## src/rtl/uart_frame_rx.sv

```systemverilog
// uart_frame_rx: 8N1 receiver feeding a header/payload/checksum frame parser.
// Ports: clk50, rst (async, high), rx (serial in), clr (sync clear);
//   data (last good frame, channel k at [k*CH_W +: CH_W]), valid/err
//   one-cycle pulses, err_code (01 sum, 10 framing, 11 timeout), frame_cnt.
module uart_frame_rx #(
  parameter int          CLK_HZ  = 50_000_000,
  parameter int          BAUD    = 115_200,
  parameter int          NCH     = 3,
  parameter int          CH_W    = 32,
  parameter logic [7:0]  HDR     = 8'hA5,
  parameter int          TO_BITS = 20
) (
  input  logic                clk50,
  input  logic                rst,
  input  logic                rx,
  input  logic                clr,
  output logic [NCH*CH_W-1:0] data,
  output logic                valid,
  output logic                err,
  output logic [1:0]          err_code,
  output logic [15:0]         frame_cnt
);

  localparam int DIV = CLK_HZ / BAUD;
  localparam int NB  = NCH * CH_W / 8;
  localparam int TO  = TO_BITS * DIV;
  localparam int CW  = $clog2(DIV + 1);
  localparam int TW  = $clog2(TO + 1);
  localparam int IW  = $clog2(NB + 1);

  localparam logic [CW-1:0] HALF_M1  = CW'(DIV / 2 - 1);
  localparam logic [CW-1:0] FULL_M1  = CW'(DIV - 1);
  localparam logic [TW-1:0] TO_M1    = TW'(TO - 1);
  localparam logic [IW-1:0] IDX_LAST = IW'(NB - 1);

  typedef enum logic [1:0] {R_IDLE, R_START, R_DATA, R_STOP} rx_st_t;
  typedef enum logic [1:0] {P_HDR, P_DATA, P_SUM} p_st_t;

  // synchronizer and edge detect
  logic r_sync1, r_sync2, r_prev;
  logic [1:0] r_fill;
  logic w_fall;

  // r_prev only follows the line once the synchronizer holds real samples,
  // so a line held low out of reset never looks like a falling edge.
  always_ff @(posedge clk50 or posedge rst) begin
    if (rst) begin
      r_sync1 <= 1'b1;
      r_sync2 <= 1'b1;
      r_prev  <= 1'b0;
      r_fill  <= 2'b00;
    end else begin
      r_sync1 <= rx;
      r_sync2 <= r_sync1;
      r_fill  <= {r_fill[0], 1'b1};
      r_prev  <= r_sync2 & r_fill[1];
    end
  end

  assign w_fall = r_prev & ~r_sync2;

  // byte receiver
  rx_st_t r_rs, w_rs_nx;
  logic [CW-1:0] r_cnt;
  logic [2:0]    r_bit;
  logic [7:0]    r_sh;
  logic w_tick_h, w_tick, w_stb, w_ferr;

  assign w_tick_h = (r_cnt == HALF_M1);
  assign w_tick   = (r_cnt == FULL_M1);

  always_comb begin
    w_rs_nx = r_rs;
    w_stb   = 1'b0;
    w_ferr  = 1'b0;
    unique case (r_rs)
      R_IDLE:  if (w_fall) w_rs_nx = R_START;
      R_START: if (w_tick_h) w_rs_nx = r_sync2 ? R_IDLE : R_DATA;
      R_DATA:  if (w_tick && r_bit == 3'd7) w_rs_nx = R_STOP;
      R_STOP: begin
        if (w_tick) begin
          w_rs_nx = R_IDLE;
          w_stb   = r_sync2;
          w_ferr  = ~r_sync2;
        end
      end
      default: w_rs_nx = R_IDLE;
    endcase
    if (clr) begin
      w_rs_nx = R_IDLE;
      w_stb   = 1'b0;
      w_ferr  = 1'b0;
    end
  end

  always_ff @(posedge clk50 or posedge rst) begin
    if (rst) r_rs <= R_IDLE;
    else     r_rs <= w_rs_nx;
  end

  always_ff @(posedge clk50 or posedge rst) begin
    if (rst) begin
      r_cnt <= '0;
      r_bit <= '0;
      r_sh  <= '0;
    end else begin
      if (w_rs_nx != r_rs || r_rs == R_IDLE || (r_rs == R_DATA && w_tick))
        r_cnt <= '0;
      else
        r_cnt <= r_cnt + CW'(1);
      if (r_rs == R_START) begin
        r_bit <= '0;
      end else if (r_rs == R_DATA && w_tick) begin
        r_bit <= r_bit + 3'd1;
        r_sh  <= {r_sync2, r_sh[7:1]};
      end
    end
  end

  // frame parser
  p_st_t r_ps, w_ps_nx;
  logic [IW-1:0]       r_idx;
  logic [7:0]          r_sum;
  logic [TW-1:0]       r_to;
  logic [NCH*CH_W-1:0] r_shadow, r_data;
  logic [15:0]         r_fcnt;
  logic [1:0]          r_code;
  logic r_valid, r_err;
  logic w_to, w_good, w_bad, w_tmo;

  assign w_to  = (r_ps != P_HDR) && (r_to == TO_M1);
  // a strobe in the same cycle as the timeout wins
  assign w_tmo = w_to & ~w_stb & ~w_ferr & ~clr;

  always_comb begin
    w_ps_nx = r_ps;
    w_good  = 1'b0;
    w_bad   = 1'b0;
    if (w_ferr) begin
      w_ps_nx = P_HDR;
    end else if (w_stb) begin
      unique case (r_ps)
        P_HDR:  if (r_sh == HDR) w_ps_nx = P_DATA;
        P_DATA: if (r_idx == IDX_LAST) w_ps_nx = P_SUM;
        P_SUM: begin
          w_ps_nx = P_HDR;
          w_good  = (r_sh == r_sum);
          w_bad   = (r_sh != r_sum);
        end
        default: w_ps_nx = P_HDR;
      endcase
    end else if (w_to) begin
      w_ps_nx = P_HDR;
    end
    if (clr) begin
      w_ps_nx = P_HDR;
      w_good  = 1'b0;
      w_bad   = 1'b0;
    end
  end

  always_ff @(posedge clk50 or posedge rst) begin
    if (rst) r_ps <= P_HDR;
    else     r_ps <= w_ps_nx;
  end

  always_ff @(posedge clk50 or posedge rst) begin
    if (rst) begin
      r_idx    <= '0;
      r_sum    <= '0;
      r_to     <= '0;
      r_shadow <= '0;
      r_data   <= '0;
      r_fcnt   <= '0;
      r_code   <= 2'b00;
      r_valid  <= 1'b0;
      r_err    <= 1'b0;
    end else if (clr) begin
      r_idx   <= '0;
      r_sum   <= '0;
      r_to    <= '0;
      r_data  <= '0;
      r_fcnt  <= '0;
      r_code  <= 2'b00;
      r_valid <= 1'b0;
      r_err   <= 1'b0;
    end else begin
      r_valid <= w_good;
      r_err   <= w_ferr | w_bad | w_tmo;
      if (w_ferr)     r_code <= 2'b10;
      else if (w_bad) r_code <= 2'b01;
      else if (w_tmo) r_code <= 2'b11;
      if (w_good) begin
        r_data <= r_shadow;
        r_fcnt <= r_fcnt + 16'd1;
      end
      if (w_stb && r_ps == P_HDR) begin
        r_idx <= '0;
        r_sum <= '0;
      end
      if (w_stb && r_ps == P_DATA) begin
        r_shadow[{r_idx, 3'b000} +: 8] <= r_sh;
        r_sum <= r_sum + r_sh;
        r_idx <= r_idx + IW'(1);
      end
      if (w_stb || w_ps_nx == P_HDR) r_to <= '0;
      else                           r_to <= r_to + TW'(1);
    end
  end

  assign data      = r_data;
  assign valid     = r_valid;
  assign err       = r_err;
  assign err_code  = r_code;
  assign frame_cnt = r_fcnt;

endmodule
```

## config.mk

```make
export PLATFORM = sky130hd
export DESIGN_NAME = uart_frame_rx
export DESIGN_NICKNAME = d
export VERILOG_FILES = /design/src/rtl/uart_frame_rx.sv
export SDC_FILE = /design/constraint.sdc
export NUM_CORES = 1
export LEC_CHECK = 0
export BUFFER_PORTS_ARGS = -buffer_cell sky130_fd_sc_hd__buf_4
export CAP_MARGIN = 40
export CORE_MARGIN = 3
export CORE_UTILIZATION = 30
export DETAILED_ROUTE_END_ITERATION = 12
export PLACE_DENSITY = 0.43
export SLEW_MARGIN = 20
export SYNTH_ARGS = -nofsm -noshare
export SYNTH_HDL_FRONTEND = slang
export SYNTH_SLANG_ARGS = --single-unit
```

## constraint.sdc

```tcl
create_clock -name clk50 -period 30.9 [get_ports clk50]
set_clock_uncertainty 0.15 [all_clocks]
set_input_delay 7.725 -clock clk50 [delete_from_list [all_inputs] [get_ports clk50]]
set_output_delay 7.725 -clock clk50 [all_outputs]
set_load 0.05 [all_outputs]
```

# == Word-level counts from Yosys, hierarchy flattened ==
# Cells that the tools add are included.
# totals
register_bits,267
out_inout_bits,116
word_cells,121
# classes
add_sub_neg,7
eq_ne,14
shift,2
muxes,50
bitwise_logic,12
n_reduce_logical,18
# op_table
cell,count
$mux W96,2
$bwmux W96,1
$shift A8 B9 Y96 const A,1
$shiftx A8 B9 Y96,1
$mux W16,2
$mux W2,16
$mux W14,2
$mux W8,3
$add A16 B1 Y16 const B,1
$mux W1,16
$add A14 B1 Y14 const B,1
$eq A14 B14 Y1 const B,1
$mux W4,3
$add A9 B1 Y9 const B,1
$eq A9 B8 Y1 const B,1
$eq A9 B9 Y1 const B,1
$mux W9,1
$neg A7 Y9,1
$add A8 B8 Y8,1
$eq A8 B8 Y1,1
$eq A8 B8 Y1 const B,1
$ne A8 B8 Y1,1
$pmux W2 S4,1
$eq A2 B2 Y1 const B,3
18 further kinds,40

# == Logic depth before layout (Yosys ltp) ==
# Gate-level depths: netlist of run 1.
# depth
ltp_word,12
mapped_depth,10

# == Least setup slack after synthesis of run 1 ==
# Ideal clock, no wire load.
# synth_timing
path_type,in2reg
startpoint,input port clr
endpoint,register r_shadow[80]
setup_time_ps,125
t_arrival_ps,9093
required_time_ps,30625
path_slack_ps,21533
path_stages,7
path_buffers,2
path_cell_list,buf_6 > nor3b_1 > nand4_1 > nor2_1 > and3_1 > buf_2 > mux2_2
# synth_via
elab_chain_len,3
elab_cells_between_ends,4
# synth_lines
item,line,text
from (decl),16,"input logic clr,"
$mux W1,89,if (clr) begin
$logic_and A1 B1 Y1,201,if (w_stb && r_ps == P_DATA) begin
$reduce_and A2 Y1 (no source line) *,-,
"to (signal, indexed assignment)",202,"r_shadow[{r_idx, 3'b000} +: 8] <= r_sh;"
to (decl),125,"logic [NCH*CH_W-1:0] r_shadow, r_data;"
# Mark *: on every way between the ends. The rest lies on a longest branch, timed or not.
# A chain may end at the register's enable or synchronous reset.

# == Final worst setup path of run 1 ==
# Same ends and word-level chain as after synthesis.

==> run_results.csv, run 1 <==
group,metric,value,unit
worst_setup_path,critical_path_s_largest_stage_delay,0.56,ns
pwr,cellPowerDensity,51.3,nW/µm²
finish,design.final.nets,1270,
placement,dp_slack,20.60,ns
floorplan,fp.dieH,202,µm
timing,final.period_utilization,31.4,%
pwr,internal_power,0.561,mW
finish,areaGrowthSynthToFinish,21.3,%
logic_synthesis,syn-cell-area,11500,µm²
clocking,cts_repair_resize_count,0,
grt,gr-total-overflow,0,
clocking,numClockSinks,267,
floorplan,initial_core_util,30.6,%
logic_synthesis,async_flop_share,100,%
pwr,power_frac_seq,48.8,%
placement,numPlacedInstances,1725,
drt,detail_route.first_pass.iterations,4,
grt,grt_use_total,15.1,%
worst_setup_path,launch_point_of_the_worst_path,"clr",
logic_synthesis,synth_seq_cells,267,
clocking,clock_tree_from_tritoncts,"done",
drt,detail-route-antenna-nets,0,
worst_setup_path,worst-r2r-cell-count,8,
worst_setup_path,crit-reg2reg-capture,"frame_cnt[10]",
timing,slew_headroom,51.6,%
worst_setup_path,crit-reg2reg-launch,"r_sh[1]",
timing,worstMarginPinSlew,0.726,ns
worst_setup_path,crit_path_cell_trace,"buf_4 -> nor3b_1 -> nand4_1 -> nor2_1 -> and3_1 -> mux2_2",
pwr,p_total,0.719,mW
worst_setup_path,cp.required,31.19,ns
placement,placement.cell_area,13000,µm²
drt,count_of_unresolved_drc_violations_after_routing,0,
finish,final_area,14000,µm²
clocking,cts_inserted_buffers,31,
clocking,root_buffer,"sky130_fd_sc_hd__clkbuf_16",
finish,layout.cells.most_common_list,"sky130_fd_sc_hd__nand2_1 (314), sky130_fd_sc_hd__dfrtp_1 (265), sky130_fd_sc_hd__buf_4 (129)",
grt,largest_net_degree_at_the_start_of_global_routing,96,
pwr,share_comb_of_total_power,2.0,%
worst_setup_path,timing.critical_path.to,"r_shadow[80]",
clocking,clockBufferDepth,3,
finish,n_antenna_cell,0,
worst_setup_path,arrival,9.99,ns
logic_synthesis,netlist-cell-type-count,65,
finish,layout.area.seq,6680,µm²
logic_synthesis,postSynth.topFlopCell,"sky130_fd_sc_hd__dfrtp_1",
finish,fillerInstances,3872,
floorplan,number_of_rows_created_at_floorplan,71,
clocking,ctsHtreeMaxLevel,1,
logic_synthesis,synth.area.top_cells,"sky130_fd_sc_hd__dfrtp_1 (57%), sky130_fd_sc_hd__nand2_1 (10%), sky130_fd_sc_hd__nand3_1 (5.0%)",
grt,antenna_found_initial,0,
placement,weighted_congestion_reported_at_the_end_of_routability_driven_placement,0.752,
run,max-cap-violations,0,
grt,grt_first_pass_wirelength,49900,µm
worst_setup_path,endpoint_kind_of_the_worst_setup_timing_path,"flip-flop",
worst_setup_path,crit_path_start_kind,"input pin",
placement,dpl.hpwl,21000,µm
drt,drt_wl_total,31000,µm
logic_synthesis,syn_inst,1146,
pwr,netSwitchingFraction,22.0,%
grt,grt_pass1_vias,8593,
timing,finalSetupViolations,0,
timing,hold_violations,0,
status,run_status,"finished clean",
logic_synthesis,synthesis.nets,1169,
drt,routedWlPerCell,17.4,µm
finish,final_cells,1783,
timing,setup_repair_after_global_routing_missed_its_margin,"no",
timing,maxClockFrequency,103,MHz
drt,vias,8395,
timing,slew_violations,0,
finish,multi_input_comb_area,4470,µm²
clocking,cts_setup_buffers,0,
clocking,clk_pin_slew_worst_paths,0.06,ns
pwr,p_sw,0.158,mW
pwr,clock_share_of_power,49.2,%
timing,finalCriticalPeriod,9.70,ns
timing,postLayoutSetupSlackWorst,21.20,ns
drt,initialDrtViolationCount,467,
finish,drive_above_1_share,19.8,%
drt,route.detailed.vias_per_inst,4.71,
worst_setup_path,critPathSlowestCell,"sky130_fd_sc_hd__nand4_1",
worst_setup_path,crit_fanout,26,
clocking,hold_buffers,0,
logic_synthesis,postSynthAreaPerCell,10.1,µm²
timing,timing.setup.tns,0,ns
logic_synthesis,synth.yosys.seq_area_share,57.9,%
pwr,cellLeakagePower,6.86,nW
floorplan,core,37800,µm²
floorplan,floorplan.die.width,202,µm
worst_hold_path,worstHoldPathType,"flip-flop to flip-flop",
floorplan,design.portCount,120,
pwr,peakVddDrop,0.0417,mV
clocking,worst_skew_pair.late_latency,0.55,ns
logic_synthesis,synth.largest_area_cell,"sky130_fd_sc_hd__dfrtp_1",
floorplan,die_area,40900,µm²
logic_synthesis,ys.warnings.count,0,
worst_setup_path,r2r_setup_slack,27.40,ns
logic_synthesis,synth-edff-count,0,
logic_synthesis,synth.top_cell.area_share,57.4,%
placement,port_buffers,119,
finish,layout_commonest_cell,"sky130_fd_sc_hd__nand2_1",
worst_setup_path,criticalPathCategory,"input pin to flip-flop",
## per-layer routing
metal	global-route usage, %	share of wire (%)	vias to the layer above
met1	21.3	47	4119
met3	2.24	3.5	41
met4	3.93	2.4	0
met5	0	0	-
li1	-	-	4115
met2	24.6	47	120
## synth_stat cells, types with 3 or more instances
| cell | instances |
|---|---|
| sky130_fd_sc_hd__nand2_1 | 314 |
| sky130_fd_sc_hd__dfrtp_1 | 265 |
| sky130_fd_sc_hd__nand3_1 | 115 |
| sky130_fd_sc_hd__o21ai_0 | 60 |
| sky130_fd_sc_hd__mux2_2 | 48 |
| sky130_fd_sc_hd__nor2_1 | 47 |
| sky130_fd_sc_hd__clkbuf_1 | 39 |
| sky130_fd_sc_hd__o31ai_1 | 24 |
| sky130_fd_sc_hd__inv_1 | 21 |
| sky130_fd_sc_hd__ha_1 | 18 |
| sky130_fd_sc_hd__xnor2_1 | 17 |
| sky130_fd_sc_hd__a21oi_1 | 16 |
| sky130_fd_sc_hd__buf_2 | 15 |
| sky130_fd_sc_hd__nor3_1 | 15 |
| sky130_fd_sc_hd__nand4_1 | 13 |
| sky130_fd_sc_hd__xor2_1 | 13 |
| sky130_fd_sc_hd__and3_1 | 9 |
| sky130_fd_sc_hd__or4_1 | 7 |
| sky130_fd_sc_hd__a22o_1 | 6 |
| sky130_fd_sc_hd__buf_6 | 6 |
| sky130_fd_sc_hd__buf_1 | 5 |
| sky130_fd_sc_hd__and2_1 | 4 |
| sky130_fd_sc_hd__nor3b_1 | 4 |
| sky130_fd_sc_hd__nor4b_1 | 4 |
| sky130_fd_sc_hd__o211ai_1 | 4 |
| sky130_fd_sc_hd__or3_1 | 4 |
| sky130_fd_sc_hd__a21o_1 | 3 |
| sky130_fd_sc_hd__and4_1 | 3 |
| sky130_fd_sc_hd__nor2b_1 | 3 |
## power by group through the flow
| stage | combinational [mW] | sequential (mW) | clock, mW |
|---|---|---|---|
| global placement | 0.0134 | 0.357 | 0 |
| CTS | 0.0153 | 0.351 | 0.365 |
| detailed placement | 0.0153 | 0.357 | 0 |
| finish | 0.0144 | 0.351 | 0.353 |
| global route | 0.0165 | 0.351 | 0.380 |
| floorplan | 0.00888 | 0.358 | 0 |
## metrics by stage
stage	util, %	hold WS [ns]
final	37.1	0.201
after global routing	37.1	0.204
after CTS	37.1	0.204
after detailed placement	34.5	0.190
after global placement	34.0	0.185
after floorplan	-	0.181
## layout make-up
class	count	area share, %
Clock buffer	47	6.40
Clock inverter	11	0.626
Inverter	21	0.626
Multi-Input combinational cell	791	31.9
Sequential cell	267	47.7
Tap cell	511	4.57
Timing Repair Buffer	135	8.10
## critical path, delay by kind of cell
kind	cells	cell delay, ns
AND/OR/NAND/NOR	4	1.66
buffers and inverters	1	0.21
multiplexers	1	0.38
## flip-flops by register name, summed over array words and instances, names as in the netlist, 2 cells and up
register,count
err_code,2
r_idx,4
data,96
r_fill,2
r_cnt,9
r_sum,8
frame_cnt,16
r_to,14
r_bit,3
r_ps,2
r_shadow,96
r_sh,8
r_rs,2
## kinds of logic (layout without fill, tap and decap cells)
kind of cell | count (synthesis) | after routing | share of synthesized area [%]
AND/OR/NAND/NOR | 564 | 564 | 22.5
flip-flops | 267 | 267 | 57.9
AO/OA/AOI/OAI | 128 | 128 | 6.93
buffers and inverters | 88 | 214 | 3.48
multiplexers | 49 | 49 | 4.77
XOR/XNOR | 30 | 30 | 2.28
adder cells (fa/ha/maj) | 19 | 19 | 2.12
other | 1 | 1 | 0.0325
## how the worst min path moves through the flow
stage	startpoint	end	slack, ns	depth (start not counted)
floorplan	r_fill[0]	r_fill[1]	0.18	0
global placement	r_fill[0]	r_fill[1]	0.19	0
detailed placement	r_fill[0]	r_fill[1]	0.19	0
CTS	r_fill[0]	r_fill[1]	0.20	0
global route	r_fill[0]	r_fill[1]	0.20	0
finish	r_fill[0]	r_fill[1]	0.20	0
No activity file was read; power rests on OpenSTA's default activity.
==> run 2, diff against run 1 <==
--- a/config.mk
+++ b/config.mk
@@ -10,7 +10,7 @@
 export CORE_MARGIN = 3
 export CORE_UTILIZATION = 30
 export DETAILED_ROUTE_END_ITERATION = 12
-export PLACE_DENSITY = 0.43
+export PLACE_DENSITY = 0.45
 export SLEW_MARGIN = 20
 export SYNTH_ARGS = -nofsm -noshare
 export SYNTH_HDL_FRONTEND = slang
==> constraint.sdc (replaced) <==
create_clock -name clk50 -period 8.3 [get_ports clk50]
set_clock_uncertainty 0.15 [all_clocks]
set_input_delay 2.075 -clock clk50 [delete_from_list [all_inputs] [get_ports clk50]]
set_output_delay 2.075 -clock clk50 [all_outputs]
set_load 0.05 [all_outputs]
==> run_results.csv, run 2 (synthesis gave the netlist of run 1 again) <==
group,metric,value,unit
pwr,cellPowerDensity,198,nW/µm²
grt,grt_pass1_vias,8504,
clocking,clockBufferDepth,3,
finish,areaGrowthSynthToFinish,21.2,%
floorplan,floorplan.die.width,202,µm
worst_setup_path,cp.required,8.53,ns
clocking,clock_tree_from_tritoncts,"done",
worst_setup_path,critical_path_s_largest_stage_delay,0.55,ns
timing,hold_violations,0,
floorplan,initial_core_util,30.6,%
finish,drive_above_1_share,19.6,%
finish,layout.cells.most_common_list,"sky130_fd_sc_hd__nand2_1 (314), sky130_fd_sc_hd__dfrtp_1 (265), sky130_fd_sc_hd__buf_4 (129)",
grt,grt_first_pass_wirelength,50200,µm
worst_setup_path,cp_num_buf_inv,1,
placement,weighted_congestion_reported_at_the_end_of_routability_driven_placement,0.785,
worst_setup_path,worst-r2r-cell-count,7,
timing,setup_repair_after_global_routing_missed_its_margin,"no",
clocking,cts_setup_buffers,0,
worst_setup_path,criticalPathCategory,"input pin to flip-flop",
finish,design.final.nets,1270,
drt,detail-route-antenna-nets,0,
floorplan,number_of_rows_created_at_floorplan,71,
worst_setup_path,crit_path_cell_trace,"buf_4 -> nor3b_1 -> nand4_1 -> nor2_1 -> and3_1 -> mux2_2",
finish,layout_commonest_cell,"sky130_fd_sc_hd__nand2_1",
timing,worstMarginPinSlew,0.907,ns
worst_setup_path,arrival,4.36,ns
grt,antenna_found_initial,0,
grt,largest_net_degree_at_the_start_of_global_routing,158,
worst_hold_path,worstHoldPathType,"flip-flop to flip-flop",
floorplan,core,37800,µm²
finish,n_antenna_cell,0,
floorplan,fp.dieH,202,µm
drt,routedWlPerCell,17.3,µm
drt,vias,8443,
clocking,worst_skew_pair.late_latency,0.52,ns
worst_setup_path,crit_family,"simple AND/OR/NAND/NOR gates",
worst_hold_path,holdPathEnd,"r_sync2",
timing,slew_violations,0,
clocking,cts_repair_resize_count,0,
clocking,hold_buffers,0,
worst_hold_path,worst_hold_startpoint,"r_sync1",
grt,gr-total-overflow,0,
grt,grt_use_total,15.2,%
placement,port_buffers,119,
clocking,clk_pin_slew_worst_paths,0.05,ns
run,max-cap-violations,0,
drt,drt_wl_total,30700,µm
timing,worst_case_hold_slack,0.203,ns
timing,maxClockFrequency,242,MHz
floorplan,design.portCount,120,
clocking,numClockSinks,267,
worst_setup_path,r2r_setup_slack,4.64,ns
worst_setup_path,crit-reg2reg-launch,"r_sh[6]",
worst_setup_path,crit_path_start_kind,"input pin",
pwr,cellLeakagePower,6.84,nW
worst_setup_path,crit_fanout,26,
worst_setup_path,endpoint_kind_of_the_worst_setup_timing_path,"flip-flop",
clocking,cts_inserted_buffers,34,
drt,detail_route.first_pass.iterations,7,
clocking,root_buffer,"sky130_fd_sc_hd__clkbuf_16",
drt,initialDrtViolationCount,431,
worst_setup_path,launch_point_of_the_worst_path,"clr",
timing,finalSetupViolations,0,
drt,count_of_unresolved_drc_violations_after_routing,0,
timing,slew_headroom,39.5,%
worst_setup_path,crit-reg2reg-capture,"frame_cnt[0]",
timing,final.period_utilization,49.7,%
placement,dpl.hpwl,20300,µm
worst_setup_path,critPathSlowestCell,"sky130_fd_sc_hd__nand4_1",
timing,timing.setup.tns,0,ns
drt,route.detailed.vias_per_inst,4.75,
pwr,peakVddDrop,0.106,mV
finish,fillerInstances,3810,
status,run_status,"finished clean",
clocking,ctsHtreeMaxLevel,2,
floorplan,die_area,40900,µm²
worst_hold_path,worst_hold_path.num_cells,0,
timing,finalCriticalPeriod,4.13,ns
## run 2: changes by cell type in the layout (fill, tap and decap cells not counted), moves of 2 or more
| cell | before | now |
|---|---|---|
| sky130_fd_sc_hd__buf_12 | 0 | 3 |
| sky130_fd_sc_hd__clkinv_8 | 0 | 2 |
| sky130_fd_sc_hd__clkinv_2 | 9 | 3 |
| sky130_fd_sc_hd__buf_16 | 6 | 0 |
| sky130_fd_sc_hd__clkinvlp_4 | 0 | 3 |
| sky130_fd_sc_hd__clkbuf_16 | 31 | 35 |
## run 2: worst max-delay path by stage
stage | end | slack [ns] | depth (start not counted)
after floorplan | data[0] | 2.55 | 1
after global placement | r_shadow[84] | 3.59 | 6
after detailed placement | r_shadow[84] | 3.65 | 6
after CTS | r_shadow[84] | 4.17 | 6
after global routing | r_shadow[84] | 3.94 | 6
final | r_shadow[83] | 4.17 | 6
## run 2: area by class of cell
cell class | count | area [µm²] | area share, %
Clock buffer | 50 | 992 | 7.09
Clock inverter | 7 | 87.6 | 0.626
Inverter | 21 | 83.8 | 0.599
Multi-Input combinational cell | 791 | 4470 | 32.0
Sequential cell | 267 | 6680 | 47.8
Tap cell | 511 | 639 | 4.57
Timing Repair Buffer | 132 | 1030 | 7.35
## run 2: worst register-to-register path, stage by stage (launching register included)
cell,delay (ns)
sky130_fd_sc_hd__dfrtp_1,0.74
sky130_fd_sc_hd__ha_1,0.38
sky130_fd_sc_hd__nor4_1,0.38
sky130_fd_sc_hd__o211a_1,0.46
sky130_fd_sc_hd__nand3_4,0.60
sky130_fd_sc_hd__buf_4,0.57
sky130_fd_sc_hd__nand3_1,0.16
sky130_fd_sc_hd__o21ai_0,0.09
## run 2: metal layers
| layer | vias to the layer above | track usage, % | share of wire, % |
|---|---|---|---|
| met5 | - | 0 | 0 |
| met1 | 4150 | 21.5 | 47 |
| met4 | 0 | 3.51 | 1.8 |
| met2 | 135 | 24.6 | 48 |
| met3 | 39 | 2.56 | 3.6 |
| li1 | 4119 | - | - |
## run 2: power breakdown
group,internal [mW],switching [mW]
clock,0.860,0.551
combinational,0.00781,0.0422
sequential,1.31,0.00231
total,2.17,0.596
## run 2: through the flow
stage          cell area (µm²)  utilization, %  cells  power [mW]  worst slack, ns
6_report                 14000            37.0   1779        2.77             4.17
5_1_grt                  14000            37.0   1779        2.89             3.94
4_1_cts                  14000            37.0   1779        2.82             4.17
3_5_place_dp             12900            34.2   1722        1.38             3.65
3_3_place_gp             12900            34.1   1719        1.38             3.59
2_1_floorplan            11500               -   1146        1.36             2.55
==> run 3, diff against run 2 <==
--- a/config.mk
+++ b/config.mk
@@ -10,7 +10,7 @@
 export CORE_MARGIN = 3
 export CORE_UTILIZATION = 30
 export DETAILED_ROUTE_END_ITERATION = 12
-export PLACE_DENSITY = 0.45
+export PLACE_DENSITY = 0.43
 export SLEW_MARGIN = 20
 export SYNTH_ARGS = -nofsm -noshare
 export SYNTH_HDL_FRONTEND = slang
==> constraint.sdc (replaced) <==
create_clock -name clk50 -period 4.1 [get_ports clk50]
set_clock_uncertainty 0.15 [all_clocks]
set_input_delay 1.025 -clock clk50 [delete_from_list [all_inputs] [get_ports clk50]]
set_output_delay 1.025 -clock clk50 [all_outputs]
set_load 0.05 [all_outputs]
==> run_results.csv, run 3 (synthesis gave the netlist of run 1 again) <==
group,metric,value,unit
pwr,peakVddDrop,0.319,mV
finish,layout_commonest_cell,"sky130_fd_sc_hd__nand2_1",
drt,detail_route.first_pass.iterations,4,
floorplan,initial_core_util,30.6,%
clocking,clock_tree_from_tritoncts,"done",
grt,largest_net_degree_at_the_start_of_global_routing,107,
worst_setup_path,arrival,3.25,ns
worst_setup_path,endpoint_kind_of_the_worst_setup_timing_path,"flip-flop",
timing,setup_repair_after_global_routing_missed_its_margin,"no",
clocking,ctsHtreeMaxLevel,1,
clocking,clk_pin_slew_worst_paths,0.06,ns
timing,worstMarginPinSlew,0.799,ns
placement,port_buffers,119,
status,run_status,"finished clean",
grt,grt_use_total,15.4,%
pwr,cellLeakagePower,6.88,nW
worst_setup_path,crit_fanout,8,
worst_setup_path,crit-reg2reg-capture,"r_shadow[80]",
floorplan,number_of_rows_created_at_floorplan,71,
worst_setup_path,worst-r2r-cell-count,5,
finish,areaGrowthSynthToFinish,21.4,%
finish,final_cells,1791,
floorplan,fp.dieH,202,µm
floorplan,design.portCount,120,
worst_setup_path,cp.required,4.39,ns
drt,drt_wl_total,31700,µm
pwr,p_total,5.47,mW
floorplan,floorplan.die.width,202,µm
timing,finalSetupViolations,0,
clocking,cts_repair_resize_count,0,
worst_setup_path,crit_path_cell_trace,"nor4b_1 -> nand4_1 -> nor2_1 -> and3_1 -> mux2_2",
placement,weighted_congestion_reported_at_the_end_of_routability_driven_placement,0.766,
floorplan,core,37800,µm²
drt,route.detailed.vias_per_inst,4.75,
finish,drive_above_1_share,20.4,%
clocking,cts_setup_buffers,0,
drt,initialDrtViolationCount,430,
worst_hold_path,worstHoldPathType,"flip-flop to flip-flop",
grt,grt_pass1_vias,8629,
drt,count_of_unresolved_drc_violations_after_routing,0,
finish,layout.cells.most_common_list,"sky130_fd_sc_hd__nand2_1 (314), sky130_fd_sc_hd__dfrtp_1 (265), sky130_fd_sc_hd__buf_4 (139)",
timing,slew_headroom,46.7,%
worst_setup_path,r2r_setup_slack,1.13,ns
drt,detail-route-antenna-nets,0,
drt,vias,8507,
grt,antenna_found_initial,0,
worst_setup_path,critPathSlowestCell,"sky130_fd_sc_hd__nor4b_1",
finish,design.final.nets,1278,
grt,grt_first_pass_wirelength,51200,µm
clocking,worst_skew_pair.late_latency,0.57,ns
timing,finalCriticalPeriod,2.97,ns
worst_setup_path,launch_point_of_the_worst_path,"r_cnt[2]",
drt,routedWlPerCell,17.7,µm
worst_setup_path,timing.critical_path.to,"r_shadow[80]",
worst_setup_path,criticalPathCategory,"flip-flop to flip-flop",
clocking,root_buffer,"sky130_fd_sc_hd__clkbuf_16",
floorplan,die_area,40900,µm²
clocking,numClockSinks,267,
clocking,clockBufferDepth,3,
finish,final_area,14000,µm²
finish,n_antenna_cell,0,
timing,hold_violations,0,
timing,maxClockFrequency,337,MHz
clocking,cts_inserted_buffers,31,
worst_hold_path,worst_hold_path.num_cells,0,
worst_hold_path,worst_hold_startpoint,"r_fill[0]",
worst_setup_path,crit_path_start_kind,"flip-flop",
clocking,hold_buffers,0,
timing,slew_violations,0,
placement,numPlacedInstances,1733,
pwr,cellPowerDensity,391,nW/µm²
worst_setup_path,crit-reg2reg-launch,"r_cnt[2]",
placement,placement.cell_area,13000,µm²
run,max-cap-violations,0,
worst_setup_path,critical_path_s_largest_stage_delay,0.59,ns
grt,gr-total-overflow,0,
placement,dpl.hpwl,21200,µm
timing,final.period_utilization,72.3,%
==> run 3: worst max-delay path: cells and delay by family, from the launching register on <==
| kind | cells | cell delay (ns) |
|---|---|---|
| flops | 1 | 0.46 |
| mux | 1 | 0.39 |
| simple gates | 4 | 1.85 |
==> run 3: how the worst min path moves through the flow <==
| stage | to |
|---|---|
| 5_1_grt | r_fill[1] |
| 2_1_floorplan | r_fill[1] |
| 6_report | r_fill[1] |
| 3_5_place_dp | r_fill[1] |
| 3_3_place_gp | r_fill[1] |
| 4_1_cts | r_fill[1] |
==> run 3: layer usage <==
metal / track usage, % / up-vias / share of wire (%)
li1: - / 4138 / -
met1: 21.5 / 4232 / 47
met2: 25.9 / 103 / 48
met3: 2.03 / 34 / 3.0
met4: 3.32 / 0 / 1.9
met5: 0 / - / 0
==> run 3: where the power goes <==
part,switching (mW),internal (mW)
logic,0.0859,0.0158
registers,0.00505,2.64
clock network,1.12,1.60
==> run 3: area by class of cell <==
type	instances	area, µm²
clock buffer	48	920
clock inverter	10	95.1
fill	3826	23700
inverter	21	83.8
multi-input combinational	791	4470
sequential	267	6680
tap	511	639
timing repair buffer	143	1120
==> run 3: stage by stage <==
stage	setup WS (ns)	hold slack, ns	util (%)	setup TNS (ns)
floorplan	-0.599	0.181	-	-158.70
global placement	0.763	0.182	34.4	0
detailed placement	0.731	0.187	34.4	0
CTS	1.13	0.200	37.1	0
global route	0.879	0.211	37.1	0
finish	1.13	0.197	37.1	0
